[config.mk]
export PLATFORM = sky130hd
export DESIGN_NAME = program_loader_flat
export DESIGN_NICKNAME = d
export VERILOG_FILES = /design/src/rtl/program_loader_if.sv /design/src/rtl/program_loader.sv /design/src/flat_wrapper.sv
export SDC_FILE = /design/constraint.sdc
export NUM_CORES = 1
export LEC_CHECK = 0
export BUFFER_PORTS_ARGS = -buffer_cell sky130_fd_sc_hd__buf_4
export CAP_MARGIN = 20
export CELL_PAD_IN_SITES_DETAIL_PLACEMENT = 1
export CELL_PAD_IN_SITES_GLOBAL_PLACEMENT = 1
export CORE_ASPECT_RATIO = 1.4
export CORE_UTILIZATION = 45
export CTS_BUF_LIST = sky130_fd_sc_hd__clkbuf_8
export DETAILED_ROUTE_END_ITERATION = 10
export PLACE_DENSITY = 0.9
export SYNTH_ARGS = -nofsm -noshare
export SYNTH_HDL_FRONTEND = slang
export SYNTH_SLANG_ARGS = --single-unit
[constraint.sdc]
create_clock -name i_clk -period 2.25 [get_ports i_clk]
set_input_delay 0.5625 -clock i_clk [delete_from_list [all_inputs] [get_ports i_clk]]
set_output_delay 0.5625 -clock i_clk [all_outputs]
set_load 0.01 [all_outputs]
[src/rtl/program_loader_if.sv]
// Byte-source and instruction-memory write bundle for program_loader.
// master drives bytes and observes the loader; slave is the loader itself.
interface program_loader_if #(
    parameter int ADDR_WIDTH = 8
);
    logic [7:0]            i_byte;
    logic                  i_byte_valid;
    logic                  o_byte_ready;
    logic                  o_wr_en;
    logic [ADDR_WIDTH-1:0] o_wr_addr;
    logic [15:0]           o_wr_data;
    logic                  o_core_hold;
    logic                  o_done;
    logic                  o_error;

    modport master (
        output i_byte, i_byte_valid,
        input  o_byte_ready, o_wr_en, o_wr_addr, o_wr_data,
        input  o_core_hold, o_done, o_error
    );

    modport slave (
        input  i_byte, i_byte_valid,
        output o_byte_ready, o_wr_en, o_wr_addr, o_wr_data,
        output o_core_hold, o_done, o_error
    );
endinterface

[src/rtl/program_loader.sv]
// Framed byte-stream loader into instruction memory (A5, L, words, xor).
// Define LOADER_TIMEOUT_EN to abort a stalled frame after TIMEOUT_CLKS.
module program_loader #(
    parameter int ADDR_WIDTH   = 8,
    parameter int TIMEOUT_CLKS = 65535
) (
    input logic              i_clk,
    input logic              i_rst_n,
    program_loader_if.slave  bus
);

    typedef enum logic [2:0] {
        S_IDLE, S_LEN, S_HI, S_LO,
        S_WRITE, S_CHECK, S_DONE, S_ERROR
    } state_t;

    state_t                state, state_n;
    logic [7:0]            hi_q, hi_n;
    logic [7:0]            xor_q, xor_n;
    logic [8:0]            cnt_q, cnt_n;
    logic [8:0]            len_q, len_n;
    logic [ADDR_WIDTH-1:0] addr_q, addr_n;
    logic [ADDR_WIDTH-1:0] wa_q, wa_n;
    logic [15:0]           wd_q, wd_n;
    logic                  hold_q, hold_n;
    logic                  done_q, done_n;
    logic                  err_q, err_n;
    logic                  rdy;
    logic                  acc;

`ifdef LOADER_TIMEOUT_EN
    logic [31:0]           tmr_q, tmr_n;
`else
    logic [31:0]           unused_tmo;
    assign unused_tmo = TIMEOUT_CLKS;
`endif

    assign rdy = (state != S_WRITE);
    assign acc = bus.i_byte_valid && rdy;

    assign bus.o_byte_ready = rdy;
    assign bus.o_wr_en      = (state == S_WRITE);
    assign bus.o_wr_addr    = wa_q;
    assign bus.o_wr_data    = wd_q;
    assign bus.o_core_hold  = hold_q;
    assign bus.o_done       = done_q;
    assign bus.o_error      = err_q;

    always_comb begin
        state_n = state;
        hi_n    = hi_q;
        xor_n   = xor_q;
        cnt_n   = cnt_q;
        len_n   = len_q;
        addr_n  = addr_q;
        wa_n    = wa_q;
        wd_n    = wd_q;
        hold_n  = hold_q;
        done_n  = done_q;
        err_n   = err_q;
`ifdef LOADER_TIMEOUT_EN
        tmr_n   = tmr_q;
`endif
        unique case (state)
            S_IDLE, S_DONE, S_ERROR: begin
                if (acc && bus.i_byte == 8'hA5) begin
                    state_n = S_LEN;
                    hold_n  = 1'b1;
                    done_n  = 1'b0;
                    err_n   = 1'b0;
                    addr_n  = '0;
                    xor_n   = '0;
                    cnt_n   = '0;
                end
            end
            S_LEN: begin
                if (acc) begin
                    // a zero length byte encodes a full 256-word image
                    len_n   = (bus.i_byte == 8'h00) ? 9'd256
                                                    : {1'b0, bus.i_byte};
                    xor_n   = bus.i_byte;
                    state_n = S_HI;
                end
            end
            S_HI: begin
                if (acc) begin
                    hi_n    = bus.i_byte;
                    xor_n   = xor_q ^ bus.i_byte;
                    state_n = S_LO;
                end
            end
            S_LO: begin
                if (acc) begin
                    xor_n   = xor_q ^ bus.i_byte;
                    wa_n    = addr_q;
                    wd_n    = {hi_q, bus.i_byte};
                    state_n = S_WRITE;
                end
            end
            S_WRITE: begin
                addr_n  = addr_q + 1'b1;
                cnt_n   = cnt_q + 9'd1;
                state_n = (cnt_q + 9'd1 == len_q) ? S_CHECK : S_HI;
            end
            S_CHECK: begin
                if (acc) begin
                    if (bus.i_byte == xor_q) begin
                        state_n = S_DONE;
                        done_n  = 1'b1;
                        hold_n  = 1'b0;
                    end else begin
                        state_n = S_ERROR;
                        err_n   = 1'b1;
                    end
                end
            end
            default: state_n = S_IDLE;
        endcase
`ifdef LOADER_TIMEOUT_EN
        // silence mid-frame aborts with the core still held
        if (state == S_LEN || state == S_HI ||
            state == S_LO  || state == S_CHECK) begin
            if (acc) begin
                tmr_n = '0;
            end else if (tmr_q == 32'(TIMEOUT_CLKS - 1)) begin
                tmr_n   = '0;
                state_n = S_ERROR;
                err_n   = 1'b1;
            end else begin
                tmr_n = tmr_q + 32'd1;
            end
        end else begin
            tmr_n = '0;
        end
`endif
    end

    always_ff @(posedge i_clk or negedge i_rst_n) begin
        if (!i_rst_n) begin
            state  <= S_IDLE;
            hi_q   <= '0;
            xor_q  <= '0;
            cnt_q  <= '0;
            len_q  <= '0;
            addr_q <= '0;
            wa_q   <= '0;
            wd_q   <= '0;
            hold_q <= 1'b0;
            done_q <= 1'b0;
            err_q  <= 1'b0;
        end else begin
            state  <= state_n;
            hi_q   <= hi_n;
            xor_q  <= xor_n;
            cnt_q  <= cnt_n;
            len_q  <= len_n;
            addr_q <= addr_n;
            wa_q   <= wa_n;
            wd_q   <= wd_n;
            hold_q <= hold_n;
            done_q <= done_n;
            err_q  <= err_n;
        end
    end

`ifdef LOADER_TIMEOUT_EN
    always_ff @(posedge i_clk or negedge i_rst_n) begin
        if (!i_rst_n) tmr_q <= '0;
        else          tmr_q <= tmr_n;
    end
`endif

endmodule

[src/flat_wrapper.sv]
// flat-port wrapper written by rule: the top's interface ports become plain ports
module program_loader_flat 
#(
    parameter int ADDR_WIDTH   = 8,
    parameter int TIMEOUT_CLKS = 65535
)
  (i_clk, i_rst_n, bus_i_byte, bus_i_byte_valid, bus_o_byte_ready, bus_o_wr_en, bus_o_wr_addr, bus_o_wr_data, bus_o_core_hold, bus_o_done, bus_o_error);
  program_loader_if #(.ADDR_WIDTH(ADDR_WIDTH)) bus_i ();
  input logic i_clk;
  input logic i_rst_n;
  input wire logic [$bits(bus_i.i_byte)-1:0] bus_i_byte;
  input wire logic [$bits(bus_i.i_byte_valid)-1:0] bus_i_byte_valid;
  output wire logic [$bits(bus_i.o_byte_ready)-1:0] bus_o_byte_ready;
  output wire logic [$bits(bus_i.o_wr_en)-1:0] bus_o_wr_en;
  output wire logic [$bits(bus_i.o_wr_addr)-1:0] bus_o_wr_addr;
  output wire logic [$bits(bus_i.o_wr_data)-1:0] bus_o_wr_data;
  output wire logic [$bits(bus_i.o_core_hold)-1:0] bus_o_core_hold;
  output wire logic [$bits(bus_i.o_done)-1:0] bus_o_done;
  output wire logic [$bits(bus_i.o_error)-1:0] bus_o_error;
  assign bus_i.i_byte = bus_i_byte;
  assign bus_i.i_byte_valid = bus_i_byte_valid;
  assign bus_o_byte_ready = bus_i.o_byte_ready;
  assign bus_o_wr_en = bus_i.o_wr_en;
  assign bus_o_wr_addr = bus_i.o_wr_addr;
  assign bus_o_wr_data = bus_i.o_wr_data;
  assign bus_o_core_hold = bus_i.o_core_hold;
  assign bus_o_done = bus_i.o_done;
  assign bus_o_error = bus_i.o_error;
  program_loader #(.ADDR_WIDTH(ADDR_WIDTH), .TIMEOUT_CLKS(TIMEOUT_CLKS)) u_core (.i_clk(i_clk), .i_rst_n(i_rst_n), .bus(bus_i));
endmodule
==> results.ini, run 1 <==
[power]
p_leak_nw=1.904
p_per_area_nw_per_um2=1400
max-vdd-ir-drop_uv=622.3

[setup_path]
cell_repeated_most_along_the_worst_path=a211o_1
critPathBufInv=0
reg2reg_depth=6
critical_path.startpoint=u_core.cnt_q[2]
worst_path_dominant_cell_family=simple AND/OR/NAND/NOR gates
r2r_slack_ns=0.06
crit_end=u_core.state[1]
crit_required_ns=2.48
crit_path_max_fanout=10
slowest_cell_on_the_critical_path=dfrtp_1
critical_path.cell_chain=nand3_2 -> or4b_1 -> o211ai_1 -> nand2_1 -> a211o_1 -> a211o_1
worst_r2r_endpoint=u_core.state[1]
worst-endpoint-arrival_ns=2.42
worstSetupPathType=flip-flop to flip-flop
startpoint_type=flip-flop
crit_path_max_incr_delay_ns=0.53
critPathCaptureType=flip-flop
crit_path_depth=6
timing.rr.start=u_core.cnt_q[2]

[synth]
synth_top_cells_by_area=dfrtp_1 (51%), mux2_2 (13%), o21ai_0 (5.4%)
postSynth.asyncResetShare_pct=100.0
postSynthAreaPerCell_um2=10.57
synth_edf_count=0
synthCells=331
synth.distinct_cells=43
yosys.area.top_type=dfrtp_1
synth_top_cell_area_share_pct=51.48
synth_seq_cells=72
synth.yosys.seq_area_share_pct=51.48
synth.yosys.warnings=0
area_of_the_mapped_netlist_um2=3500
synth-main-ff-cell=dfrtp_1
postSynthNetCount=344

[global_route]
gr-usage-all-layers_pct=25.07
overflow=0
groute.layer.met1.usage_pct=26.05
antenna_found_initial=0
vias_in_the_first_global_route=3050
met3_track_utilization_from_global_routing_pct=4.120
grt_start_max_net_pins=41
busiest_layer_in_global_routing=met2
grtUsageMet2_pct=47.55
grt_pass1_wl_um=15520

[clock_network]
cts.root.buffer_cell=clkbuf_8
cts_num_sinks=72
clkSlewWorstSetupHoldPaths_ns=0.07
cts-htree-levels=3
clock_latency_ns=0.35
cts_tree=yes
cts_post_setup_buffers_inserted=0
clock_tree.buffer_depth=2
cts_inserted_buffers=9

[min_path]
hold_class=input pin to asynchronous set/reset pin

[sta]
finalCriticalPeriod_ns=2.186
timing.final.hold_violations=0
worst_slew_margin_rel_pct=54.44
rsz_0062_raised_after_global_routing=no
post-route-period-util_pct=97.15
finalMaxSlewViolations=0
layout_setup_ws_ns=0.06409
clock_skew_ns=0.009807
worst_hold_slack_after_final_layout_ns=0.1552
final-setup-viol-count=0
worst_slew_pin_slew_ns=0.6834
totalNegativeSetupSlack_ns=0
fmaxAchievable_ghz=0.4575

[drt]
drt_first_iter_violations=144
route.detailed.vias_per_inst=5.792
detailroute.via_count=2751
wl_per_cell_um=19.74
drt.antenna.violating_nets=0
post-route-drc-count=0
finalWirelength_um=9375
detail_route.first_pass.iterations=4

[layout]
synthToLayoutAreaGrowth_pct=18.09
antenna_fix_cells=0
nNetsFinal=386
mostFrequentLayoutCells=dfrtp_1 (72), buf_4 (50), mux2_2 (41)
fin_util_pct=55.45
layout_commonest_cell=dfrtp_1
drive_above_1_share_pct=30.69

[floorplanning]
num_rows=37
floorplan.io_pins=40
initial_core_utilization_pct=46.95
core_um2=7453
floorplan.die.height_um=106.3
chipWidth_um=76.53
die_area_um2=8139

[place]
hpwl_um=6720
detailedPlace.worstSlack_ns=0.01177
routabilityCongestion=0.9041
port_buffers=39

[flow_run]
maxCapViolations=0

[run_status]
outcome=completed

-- state kept, by name, summed over array words and instances, names as in the netlist --
| name | count |
|---|---|
| u_core.hi_q | 8 |
| u_core.xor_q | 8 |
| u_core.bus.o_wr_addr | 8 |
| u_core.bus.o_error | 1 |
| u_core.len_q | 9 |
| u_core.bus.o_core_hold | 1 |
| u_core.state | 3 |
| u_core.bus.o_done | 1 |
| u_core.cnt_q | 9 |
| u_core.addr_q | 8 |
| u_core.bus.o_wr_data | 16 |
-- stage by stage --
| stage | power, mW | cell area (um2) | instances |
|---|---|---|---|
| floorplan | 3.801 | 3500 | 331 |
| global placement | 4.518 | 3928 | 459 |
| detailed placement | 4.766 | 3928 | 459 |
| CTS | 5.815 | 4125 | 475 |
| global route | 6.161 | 4133 | 475 |
| finish | 5.785 | 4133 | 475 |
-- layer usage --
layer	vias up	wire length [um]
met5	-	0
met4	0	325
met3	22	197
met2	52	5322
met1	1412	3530
li1	1265	-
-- how the worst min path moves through the flow --
stage | endpoint | start | slack [ns]
floorplan | u_core.addr_q[0] | i_rst_n | 0.27
finish | u_core.xor_q[5] | i_rst_n | 0.16
global route | u_core.xor_q[5] | i_rst_n | 0.18
CTS | u_core.xor_q[5] | i_rst_n | 0.15
detailed placement | u_core.bus.o_error | u_core.bus.o_error | 0.49
global placement | u_core.bus.o_wr_data[8] | u_core.hi_q[0] | 0.48
-- area by class of cell --
| type | instances | area [um2] |
|---|---|---|
| clock buffers | 10 | 137.6 |
| clock inverters | 6 | 60.06 |
| fillers | 812 | 3321 |
| inverters | 5 | 18.77 |
| multi-input cells | 234 | 1598 |
| flip-flops and latches | 72 | 1802 |
| well taps | 97 | 121.4 |
| repair buffers | 51 | 395.4 |
-- repair_timing --
item / 4_1_cts / 5_1_grt
hold buffers: 0 / 0
gates resized for setup: 0 / 3
hold endpoints to repair: 0 / 0
setup endpoints to repair: 0 / 4
-- power breakdown --
group          internal (mW)  switching, mW
Clock                  0.536          0.483
Sequential              1.88          0.593
Combinational           1.14           1.15
-- synthesized netlist by cell type (2+ instances only) --
master and count:
inv_1 5, nor2b_1 4, nand2b_1 2, a22oi_1 2
and3_1 6, and4_1 3, nor4_1 4, nand3_1 8
a22o_1 2, o31ai_1 5, mux2_2 41, a211o_1 2
nor2_1 37, nand4_1 5, ha_1 2, clkbuf_1 14
nand2_1 24, buf_2 5, o211ai_1 2, a21oi_1 9
a31oi_1 4, xor2_1 12, dfrtp_1 72, xnor2_1 5
o21ai_0 38
-- cells by family after synthesis --
kind of cell | Yosys count | share of synthesized area, %
multiplexers | 41 | 13.19
AO/OA/AOI/OAI | 72 | 12.44
AND/OR/NAND/NOR | 102 | 14.84
buffers and inverters | 25 | 3.075
flip-flops | 72 | 51.48
adder cells (fa/ha/maj) | 2 | 0.7149
XOR/XNOR | 17 | 4.254
Power figures use the tool's default switching activity.
==> inputs of run 2 (changes only) <==
REMOVE_ABC_BUFFERS = 1   (was default)
SETUP_SLACK_MARGIN = 0.3   (was default)
==> run 2 against run 1 <==
Net effect: critical path type is now flip-flop to output pin; clock power grew 26%; die area is the same; final cell count grew 5.3%; clock-buffer cell count is the same; wire length grew 18%; hold slack lost 0.029 ns.
==> results.ini, run 2 (synthesis results as in run 1) <==
[drt]
detailroute.via_count=3001  ; +9.1%
drt.antenna.violating_nets=0  ; unchanged
detail_route.first_pass.iterations=4  ; unchanged
route.detailed.vias_per_inst=6.002  ; +3.6%
finalWirelength_um=11030  ; +18%
post-route-drc-count=0  ; unchanged
drt_first_iter_violations=187  ; +30%
wl_per_cell_um=22.06  ; +12%

[clock_network]
cts-htree-levels=3  ; unchanged
cts_num_sinks=72  ; unchanged
clkSlewWorstSetupHoldPaths_ns=0.08  ; about the same
cts_inserted_buffers=9  ; unchanged
clock_latency_ns=0.36  ; about the same
cts.root.buffer_cell=clkbuf_8
hold_buffers=0  ; unchanged
clock_tree.buffer_depth=2  ; unchanged
cts_tree=yes

[floorplanning]
floorplan.io_pins=40  ; unchanged
die_area_um2=8139  ; unchanged
chipWidth_um=76.53  ; unchanged
core_um2=7453  ; unchanged
floorplan.die.height_um=106.3  ; unchanged
num_rows=37  ; unchanged
initial_core_utilization_pct=46.95  ; unchanged

[setup_path]
crit_path_max_incr_delay_ns=0.42  ; -0.11 ns
crit_required_ns=1.69  ; -0.79 ns
worst-endpoint-arrival_ns=1.42  ; -1.00 ns
critPathBufInv=2  ; +2
r2r_slack_ns=0.30  ; +0.24 ns
slowest_cell_on_the_critical_path=dfrtp_1
worst_r2r_endpoint=u_core.state[2]
worstSetupPathType=flip-flop to output pin
worst_path_dominant_cell_family=flip-flops
startpoint_type=flip-flop
crit_path_depth=4  ; -2
critical_path.cell_chain=nor2_4 -> nand2_1 -> inv_2 -> buf_4
critical_path.startpoint=u_core.state[1]
timing.rr.start=u_core.cnt_q[0]
critPathCaptureType=output pin
reg2reg_depth=6  ; unchanged
crit_end=bus_o_wr_en
crit_path_max_fanout=8  ; -2

[global_route]
overflow=0  ; unchanged
gr-usage-all-layers_pct=29.50  ; +4.4 points
antenna_found_initial=0  ; unchanged
grt_start_max_net_pins=44  ; +7.3%
vias_in_the_first_global_route=3364  ; +10%
grt_pass1_wl_um=17960  ; +16%

[layout]
fin_util_pct=59.96  ; +4.5 points
antenna_fix_cells=0  ; unchanged
layout_commonest_cell=buf_4
postLayoutCellArea_um2=4469  ; +8.1%
mostFrequentLayoutCells=buf_4 (73), dfrtp_1 (67), mux2_2 (41)
drive_above_1_share_pct=39.70  ; +9.0 points
nNetsFinal=412  ; +6.7%
fill_cells=771  ; -5.0%
largest_register_ff_count=16  ; unchanged
number_of_non_filler_instances_in_the_completed_layout=500  ; +5.3%
synthToLayoutAreaGrowth_pct=27.71

[place]
port_buffers=39  ; unchanged
hpwl_um=6475  ; -3.6%
routabilityCongestion=0.8592  ; -5.0%
placed_cells=466  ; +1.5%
dpl_cell_area_um2=3980  ; +1.3%

[power]
total_switching_power_mw=2.533  ; +14%
power.share.combinational_pct=43.1  ; +3.5 points
power.internal_mw=4.037  ; +13%
p_leak_nw=2.056  ; +8.0%
p_per_area_nw_per_um2=1470  ; +5.0%
swShare_pct=38.56  ; +0.14 points
clockPowerShare_pct=19.6  ; +2.0 points
flop_pwr_share_pct=37.3  ; -5.5 points
max-vdd-ir-drop_uv=1048  ; +68%

[sta]
worst_slew_margin_rel_pct=72.66  ; +18 points
fmaxAchievable_ghz=0.5043  ; +10%
timing.final.hold_violations=0  ; unchanged
worst_slew_pin_slew_ns=0.4101  ; -0.2733 ns
clock_skew_ns=0.008220  ; -0.001587 ns
final-setup-viol-count=0  ; unchanged
finalCriticalPeriod_ns=1.983  ; -0.2029 ns
rsz_0062_raised_after_global_routing=yes
post-route-period-util_pct=88.13  ; -9.0 points
finalMaxSlewViolations=0  ; unchanged

[flow_run]
maxCapViolations=0  ; unchanged

[min_path]
hold_class=input pin to asynchronous set/reset pin

[run_status]
outcome=completed

==> run 2: cell count changes in the layout (fill, tap and decap cells not counted), sizes merged <==
cell      change
buf          +26
bufinv        +2
clkinv        -2
clkinvlp      -1
==> run 2: routing by layer <==
metal | up-vias | routed length (um) | share of wire, % | track usage [%]
met3 | 45 | 377 | 3.4 | 5.494
met1 | 1542 | 3957 | 36 | 29.84
met2 | 103 | 6105 | 55 | 55.34
li1 | 1311 | - | - | -
met4 | 0 | 591 | 5.4 | 17.99
met5 | - | 0 | 0 | 0
==> run 2: metrics by stage <==
step	setup WS, ns	power [mW]	hold slack [ns]	TNS, ns
global placement	0.1007	4.519	0.4857	0
finish	0.2670	6.570	0.1260	0
CTS	0.2729	6.438	0.1307	0
global route	0.2158	6.900	0.1555	0
floorplan	0.1533	3.719	0.2669	0
detailed placement	-0.03228	4.750	0.4951	-0.03228
==> run 2: power by group through the flow <==
stage	clock, mW	combinational [mW]	sequential [mW]
2_1_floorplan	0	1.28	2.44
3_3_place_gp	0	2.12	2.40
3_5_place_dp	0	2.28	2.47
4_1_cts	1.29	2.73	2.42
5_1_grt	1.35	3.04	2.52
6_report	1.29	2.83	2.45
==> run 2: layout make-up <==
class / count / area, um2 / share of cell area, %
clock buffer: 10 / 137.6 / 3.080
sequential: 72 / 1808 / 40.45
inverter: 5 / 18.77 / 0.4199
clock inverter: 5 / 103.9 / 2.324
multi-input combinational: 234 / 1678 / 37.54
tap: 97 / 121.4 / 2.716
timing repair buffer: 77 / 601.8 / 13.47
==> run 2: what timing repair did <==
item / in CTS / in global routing
endpoints found under the setup margin: 16 / 17
setup buffers: 18 / 1
gates resized for setup: 24 / 11
cloned: 0 / 0
pin swaps: 10 / 1
==> run 2: worst min path at each step <==
stage,depth (start not counted),end,start
floorplan,0,u_core.addr_q[0],i_rst_n
global placement,1,u_core.bus.o_wr_data[8],u_core.hi_q[0]
detailed placement,1,u_core.cnt_q[8],u_core.cnt_q[8]
CTS,1,u_core.bus.o_wr_data[15],i_rst_n
global route,1,u_core.xor_q[0],i_rst_n
finish,1,u_core.bus.o_wr_data[15],i_rst_n
==> inputs of run 3 (changes only) <==
CORE_UTILIZATION = 43   (was 45)
GPL_TIMING_DRIVEN = 0   (was default)
clock period = 1.8 ns   (was 2.25 ns; I/O delays follow)
==> run 3 against run 2 <==
Net effect: the flow now finishes with violations (setup timing); clock power increased by 29%; clock-buffer cell count decreased by 1; critical path depth increased by 3; first-iteration DRC count increased by 50%; non-clock buffer count increased by 26; hold slack improved by 0.070 ns; via count increased by 12%; core utilization increased by 6.5 points; final cell count increased by 6.0%; power increased by 51%; design area increased by 16%; largest power group unchanged.
==> results.ini, run 3 (synthesis results as in run 1) <==
[global_route]
grt_pass1_wl_um=21050  ; +17%
antenna_found_initial=0  ; unchanged
overflow=0  ; unchanged
grt_start_max_net_pins=73  ; +66%
gr-usage-all-layers_pct=34.52  ; +5.0 points
vias_in_the_first_global_route=3618  ; +7.6%

[place]
routabilityCongestion=0.8388  ; -2.4%
dpl_cell_area_um2=3864  ; -2.9%
port_buffers=39  ; unchanged
placed_cells=452  ; -3.0%
detailedPlace.worstSlack_ns=-0.7553  ; -0.7230 ns
hpwl_um=5817  ; -10%

[setup_path]
worst_path_dominant_cell_family=compound AO/OA/AOI/OAI gates
critical_path.startpoint=u_core.cnt_q[2]
critPathBufInv=1  ; -1
slowest_cell_on_the_critical_path=dfrtp_2
critPathCaptureType=flip-flop
crit_path_max_incr_delay_ns=0.45  ; +0.03 ns
worst-endpoint-arrival_ns=2.42  ; +1.00 ns
timing.rr.start=u_core.cnt_q[2]
startpoint_type=flip-flop
critical_path.cell_chain=buf_4 -> nand2b_1 -> o211ai_1 -> nor2b_1 -> o2111ai_1 -> a211o_1 -> a221oi_2
crit_required_ns=2.09  ; +0.40 ns
crit_path_max_fanout=8  ; unchanged
worstSetupPathType=flip-flop to flip-flop

[sta]
finalCriticalPeriod_ns=2.128
clock_skew_ns=0.01474  ; +0.006519 ns
fmaxAchievable_ghz=0.4700
post-route-period-util_pct=118.2
worst_hold_slack_after_final_layout_ns=0.1958  ; +0.06984 ns
timing.final.hold_violations=0  ; unchanged
final-setup-viol-count=23  ; +23
layout_setup_ws_ns=-0.3277  ; -0.5948 ns
totalNegativeSetupSlack_ns=-2.115  ; -2.115 ns
worst_slew_margin_rel_pct=36.32  ; -36 points
finalMaxSlewViolations=0  ; unchanged
worst_slew_pin_slew_ns=0.9552  ; +0.5452 ns
rsz_0062_raised_after_global_routing=yes

[power]
max-vdd-ir-drop_uv=1393  ; +33%
p_per_area_nw_per_um2=1908  ; +30%
power.total_mw=9.892  ; +51%
p_leak_nw=2.314  ; +13%

[layout]
fill_cells=779  ; +1.0%
seq_area_um2=1812  ; +0.21%
antenna_fix_cells=0  ; unchanged
layout_commonest_cell=buf_4
nNetsFinal=438  ; +6.3%
synthToLayoutAreaGrowth_pct=48.12
mostFrequentLayoutCells=buf_4 (76), dfrtp_1 (64), nor2_1 (30)
number_of_non_filler_instances_in_the_completed_layout=530  ; +6.0%
fin_util_pct=66.48  ; +6.5 points
drive_above_1_share_pct=53.49  ; +14 points
multi_input_area_um2=2018  ; +20%
largest_register_ff_count=16  ; unchanged
postLayoutCellArea_um2=5184  ; +16%

[drt]
drt_first_iter_violations=280  ; +50%
detail_route.first_pass.iterations=5  ; +1
detailroute.via_count=3371  ; +12%
finalWirelength_um=15970  ; +45%
drt.antenna.violating_nets=0  ; unchanged
post-route-drc-count=0  ; unchanged
wl_per_cell_um=30.13  ; +37%
route.detailed.vias_per_inst=6.360  ; +6.0%

[clock_network]
cts.root.buffer_cell=clkbuf_8
clock_latency_ns=0.39  ; +0.03 ns
cts_tree=yes
cts_inserted_buffers=9  ; unchanged
cts_num_sinks=72  ; unchanged
hold_buffers=0  ; unchanged
clock_tree.buffer_depth=2  ; unchanged
cts-htree-levels=3  ; unchanged
clkSlewWorstSetupHoldPaths_ns=0.10  ; +0.02 ns

[floorplanning]
chipWidth_um=78.25  ; +2.2%
floorplan.io_pins=40  ; unchanged
core_um2=7797  ; +4.6%
floorplan.die.height_um=108.7  ; +2.3%
num_rows=38  ; +2.7%
initial_core_utilization_pct=44.88  ; -2.1 points
die_area_um2=8508  ; +4.5%

[min_path]
hold_class=input pin to asynchronous set/reset pin

[flow_run]
maxCapViolations=0  ; unchanged

[run_status]
outcome=finished, violations left
failing_checks=setup timing

-- run 3: cell count changes in the layout (fill, tap and decap cells not counted), moves of 4 or more --
cell     change
mux2_4      +14
buf_6       +13
nand2_1      -5
buf_12       +6
o21ai_2     +15
nor2_1       -4
o21ai_0     -21
mux2_2      -14
a21oi_1      -4
-- run 3: path summary, 6_finish.rpt --
check | endpoint | slack, ns | cells past startpoint
hold / removal | u_core.bus.o_wr_addr[3] | 0.20 | 1
max in group asynchronous | u_core.cnt_q[1] | 0.90 | 1
setup reg to reg | u_core.state[2] | -0.33 | 7
setup / recovery | u_core.state[2] | -0.33 | 7
hold reg to reg | u_core.bus.o_wr_addr[0] | 0.52 | 1
min in group i_clk | u_core.hi_q[1] | 0.33 | 2
-- run 3: power by group --
group	total (mW)	switching (mW)	internal [mW]
sequential	3.28	0.912	2.37
clock	1.67	0.747	0.923
combinational	4.94	2.58	2.36
total	9.89	4.24	5.65
-- run 3: final cells by class --
class,count,share of cell area [%]
clock buffers,9,2.390
clock inverters,7,2.293
inverters,5,0.4345
multi-input cells,234,38.93
flip-flops and latches,72,34.95
well taps,100,2.414
repair buffers,103,18.59
-- run 3: timing repair --
| action | in CTS | in global routing |
|---|---|---|
| buffers inserted | 45 | 15 |
| setup endpoints to repair | 74 | 69 |
| gates cloned | 1 | 1 |
| pin swaps | 41 | 19 |
| resized for setup | 114 | 41 |
-- run 3: per-layer routing --
metal / part of all wire [%] / GRT usage, % / up-vias
met2: 52 / 60.78 / 201
li1: - / - / 1368
met3: 5.1 / 7.950 / 70
met4: 6.5 / 24.34 / 0
met1: 36 / 36.19 / 1732
met5: 0 / 0 / -
